===== config.mk =====
export PLATFORM = sky130hd
export DESIGN_NAME = shift_add_mult_16
export DESIGN_NICKNAME = d
export VERILOG_FILES = /design/src/rtl/shift_add_mult_16.sv
export SDC_FILE = /design/constraint.sdc
export NUM_CORES = 1
export LEC_CHECK = 0
export CORE_ASPECT_RATIO = 2
export CORE_MARGIN = 2
export CORE_UTILIZATION = 50
export DETAILED_ROUTE_END_ITERATION = 10
export GPL_ROUTABILITY_DRIVEN = 0
export PLACE_DENSITY_LB_ADDON = 0.2
export SYNTH_ARGS = -nofsm -noshare
export SYNTH_HDL_FRONTEND = slang
export SYNTH_SLANG_ARGS = --single-unit

===== constraint.sdc =====
create_clock -name clk -period 2.4 [get_ports clk]
set_input_delay 0.72 -clock clk [delete_from_list [all_inputs] [get_ports clk]]
set_output_delay 0.72 -clock clk [all_outputs]
set_load 0.01 [all_outputs]

===== src/rtl/shift_add_mult_16.sv =====
// Sequential 16x16 unsigned shift-and-add multiplier.
// One partial product is accumulated per RUN cycle through a 32-bit
// carry-lookahead adder. Every operation takes 16 RUN cycles, even when the
// multiplier runs out of set bits early. A single DONE cycle then reports the
// result.

// 32-bit carry-lookahead adder built from eight 4-bit lookahead groups.
// A second lookahead level chains the group carries.
module CLA_32bit (
   input  logic [31:0] a,
   input  logic [31:0] b,
   input  logic        cin,
   output logic [31:0] sum,
   output logic        cout,
   output logic        Pout,
   output logic        Gout
);

   logic [31:0] p;
   logic [31:0] g;
   logic [31:0] c;
   logic [7:0]  gp;
   logic [7:0]  gg;
   logic [8:0]  gc;
   logic        gAll;

   // Bit propagate/generate, group lookahead terms, then per-bit carries and sum
   always_comb begin
      p    = a ^ b;
      g    = a & b;
      gp   = '0;
      gg   = '0;
      gc   = '0;
      c    = '0;
      gAll = 1'b0;
      for (int k = 0; k < 8; k++) begin
         gp[k] = p[4*k+3] & p[4*k+2] & p[4*k+1] & p[4*k];
         gg[k] = g[4*k+3]
               | (p[4*k+3] & g[4*k+2])
               | (p[4*k+3] & p[4*k+2] & g[4*k+1])
               | (p[4*k+3] & p[4*k+2] & p[4*k+1] & g[4*k]);
      end
      gc[0] = cin;
      for (int k = 0; k < 8; k++) begin
         gc[k+1] = gg[k] | (gp[k] & gc[k]);
         gAll    = gg[k] | (gp[k] & gAll);
      end
      for (int k = 0; k < 8; k++) begin
         c[4*k]   = gc[k];
         c[4*k+1] = g[4*k] | (p[4*k] & gc[k]);
         c[4*k+2] = g[4*k+1] | (p[4*k+1] & g[4*k]) | (p[4*k+1] & p[4*k] & gc[k]);
         c[4*k+3] = g[4*k+2] | (p[4*k+2] & g[4*k+1]) | (p[4*k+2] & p[4*k+1] & g[4*k])
                  | (p[4*k+2] & p[4*k+1] & p[4*k] & gc[k]);
      end
      sum  = p ^ c;
      cout = gc[8];
      Pout = &gp;
      Gout = gAll;
   end

endmodule

// Multiplier controller and datapath
module shift_add_mult_16 (
   input  logic        clk,
   input  logic        rst,
   input  logic        start,
   input  logic [15:0] a,
   input  logic [15:0] b,
   output logic        busy,
   output logic        done,
   output logic [31:0] product
);

   typedef enum logic [1:0] {
      IDLE = 2'd0,
      RUN  = 2'd1,
      DONE = 2'd2
   } state_t;

   state_t      state;
   logic [31:0] mcand;
   logic [15:0] mplr;
   logic [31:0] acc;
   logic [3:0]  count;
   logic [31:0] addSum;
   logic        carry_unused;
   logic        pout_unused;
   logic        gout_unused;

   // Partial products never exceed 32 bits, so the carry out is never needed
   CLA_32bit u_cla (
      .a    (acc),
      .b    (mcand),
      .cin  (1'b0),
      .sum  (addSum),
      .cout (carry_unused),
      .Pout (pout_unused),
      .Gout (gout_unused)
   );

   // Accept in IDLE, add-and-shift for exactly 16 RUN cycles, pulse DONE once
   always_ff @(posedge clk) begin
      if (rst) begin
         state <= IDLE;
         mcand <= '0;
         mplr  <= '0;
         acc   <= '0;
         count <= '0;
      end else begin
         case (state)
            IDLE: begin
               if (start) begin
                  mcand <= {16'b0, a};
                  mplr  <= b;
                  acc   <= '0;
                  count <= '0;
                  state <= RUN;
               end
            end
            RUN: begin
               if (mplr[0]) begin
                  acc <= addSum;
               end
               mcand <= mcand << 1;
               mplr  <= mplr >> 1;
               count <= count + 4'd1;
               if (count == 4'd15) begin
                  state <= DONE;
               end
            end
            DONE: begin
               state <= IDLE;
            end
            default: begin
               state <= IDLE;
            end
         endcase
      end
   end

   // Status flags decode the registered state only
   always_comb begin
      busy    = (state == RUN);
      done    = (state == DONE);
      product = acc;
   end

endmodule

==> results.md <==
- Synth cell types: 51
- Syn Area/Cell: 8.22 um2
- H-tree depth: 3
- ANT nets after route: 0
- Power Total: 3.70 mW
- TritonRoute pass-1 iters: 5
- Nature of the critical path endpoint: flip-flop
- Hold Fails Final Rpt: 0
- Critical path peak fanout: 3
- Met2 Wirelength: 8020 um
- Worst Hold Launch: product[25]
- Total die area: 10700 um2
- First-pass GRT wire length: 24000 um
- Crit path required time: 2.64 ns
- Seq. cell area: 1740 um2
- FFs w/ async S/R, synth: 0%
- VDD IR max: 0.431 mV
- Routed Wire Length: 15300 um
- Final WS setup: -0.251 ns
- CP startpoint: product[5]
- Chip Height: 144 um
- Pwr dens: 532 nW/um2
- Rel. slew slack: 54.1%
- DPL Wire Length: 10400 um
- Final setup skew: 0.00821 ns
- GRT Total Usage: 29.3%
- Starting Density: 51.2%
- Total Nets Final: 805
- Fin. max-slew vios: 0
- GRT overflow: 0
- IO buf count: 68
- Io pins: 69
- Yosys warnings: 0
- Clock transition at path regs: 0.07 ns
- Arr. time, crit path: 2.89 ns
- Synth Flop Type: dfxtp_1
- Clk root buf: clkbuf_16
- Pleak: 3.08 nW
- Die Width: 74.2 um
- Hold Crit Class: flip-flop to flip-flop
- Row count: 51
- Pre-CTS setup slack: -0.213 ns
- Clock Latency Late Sink: 0.36 ns
- Fmax: 377 MHz
- Failing checks: negative setup slack
- Worst Max-Slew Pin Slew: 0.686 ns
- Largest net degree at the start of global routing: 68
- WL/cell: 17.7 um
- Yosys reg bits: 86
- Unrepaired setup endpoints after global routing: true
- Kind of critical path: flip-flop to flip-flop
- Max-cap viol count: 0
- Synth Net Count: 675
- Area grow syn2layout: 41.2%
- Initial antenna violation count: 0
- CTS Hold Bufs: 0
- Share of layout cells above drive strength 1: 26.3%
- DRC: 0
- Tcrit/Tclk final: 110%
- Uppermost layer routed: met4
- Core outline area: 9640 um2
- Sequential cell area fraction in the yosys report: 34.9%
- Mapped Cells: 600
- R2R Path Start: product[5]
- Met3 WL: 617 um
- Post-route insts no fill: 867
- Vias/cell: 5.82
- Ant diodes: 0
- Mapped Area: 4930 um2
- Number of flops mapped to enable cells by yosys: 0
- Flop2flop setup slack: -0.25 ns
- Number of global-route vias before repair: 5132
- Final setup violation count: 14
- Tmin final: 2.65 ns
- TritonCTS clock tree: done
- Fillcell total: 708
- Multi-input gate area in the final layout: 3260 um2
- Num CTS Buffers: 9
- Sink Count: 86
- Critical Path Start Type: flip-flop
- DRT iter0 DRCs: 336
- Status: finished, violations left
- Routed length on met1: 5590 um
- Dpl cells: 841
- Routed vias: 5048
- Max clock buf depth: 2
==> metrics by stage <==
stage               hold WS [ns]  utilization [%]  TNS, ns  area (um2)
global route               0.516             72.2    -2.98        6960
global placement           0.459             65.7   -0.458        6330
finish                     0.488             72.2    -1.76        6960
detailed placement         0.473             65.7   -0.985        6330
CTS                        0.486             70.7   -0.832        6810
floorplan                  0.465                -        0        5010
==> per-layer routing <==
| layer | track usage, % | vias to the layer above |
|---|---|---|
| met5 | 0 | - |
| met2 | 51.9 | 173 |
| met1 | 30.4 | 2404 |
| li1 | - | 2399 |
| met3 | 4.39 | 72 |
| met4 | 20.3 | 0 |
==> cell usage after synthesis, types with 2 or more instances <==
library cell / count / area (um2)
o221a_2: 16 / 180
or2_2: 2 / 12.5
o21ai_2: 2 / 17.5
o211ai_2: 2 / 25.0
fa_1: 8 / 160
inv_1: 23 / 86.3
a32o_1: 2 / 20.0
a22o_1: 5 / 43.8
nor3_1: 4 / 20.0
xor2_1: 12 / 105
nand3_1: 23 / 115
a21oi_1: 85 / 425
nand4_1: 2 / 12.5
xnor2_1: 7 / 61.3
a21o_1: 12 / 90.1
dfxtp_1: 86 / 1720
a22oi_1: 24 / 180
nor2b_1: 19 / 119
nand2b_1: 3 / 18.8
o21ai_0: 9 / 45.0
or3_1: 2 / 12.5
a2111oi_0: 14 / 123
nand2_1: 26 / 97.6
and3_4: 2 / 22.5
buf_1: 6 / 22.5
and2_1: 2 / 12.5
nor2_1: 114 / 428
ha_1: 32 / 400
clkbuf_1: 34 / 128
==> cells by family after synthesis <==
kind of cell             after synthesis  share of synthesized area (%)
adder cells (fa/ha/maj)               40                           11.4
flip-flops                            86                           34.9
AND/OR/NAND/NOR                      205                           18.8
XOR/XNOR                              19                           3.38
multiplexers                           1                          0.203
buffers and inverters                 63                           4.80
AO/OA/AOI/OAI                        186                           26.6
==> critical path: stages, from the launching register on <==
cell and delay, ns:
dfxtp_4 0.36, ha_4 0.28, and3_4 0.20, and3_4 0.20, a22oi_4 0.07, nor4_4 0.27
o211ai_4 0.16, a21oi_2 0.18, inv_1 0.08, fa_2 0.53, nor3_2 0.04, a21oi_1 0.13
nor2_1 0.05
==> registers in the layout (all words and copies together) (netlist names) <==
| register | count |
|---|---|
| mcand | 32 |
| mplr | 16 |
| product | 32 |
| count | 4 |
| state | 2 |
==> final timing paths <==
path                                     to  depth (start not counted)
worst min register to register  product[25]                          2
worst max register to register  product[28]                         12
worst min-delay path            product[25]                          2
worst max-delay path            product[28]                         12
==> layout by cell type (no fill, tap or decap), types with 19 or more instances in the layout <==
master and instances:
nand3_1 21, nand2_1 26, ha_1 19, dfxtp_1 72
inv_1 23, nor2_1 114, nor2b_1 19, buf_4 88
clkdlybuf4s50_1 66, a22oi_1 24, a21oi_1 77
==> repair_timing <==
item | in CTS | in global routing
gates cloned | 0 | 0
resized for setup | 26 | 26
setup buffers | 5 | 7
endpoints found under the setup margin | 11 | 18
pin swaps | 7 | 21
==> cell type report <==
| class | count | area share, % |
|---|---|---|
| Multi-Input combinational cell | 451 | 46.8 |
| Clock inverter | 7 | 1.47 |
| Timing Repair Buffer | 159 | 19.9 |
| Clock buffer | 9 | 3.24 |
| Sequential cell | 86 | 25.0 |
| Inverter | 23 | 1.24 |
| Tap cell | 132 | 2.37 |
==> where the power goes <==
part           total, mW  internal [mW]  switching [mW]
clock               1.57          0.925           0.643
sequential          1.54           1.49          0.0501
combinational      0.596          0.283           0.313
total               3.70           2.69            1.01
Note: power is estimated with default switching activity, not from simulation.
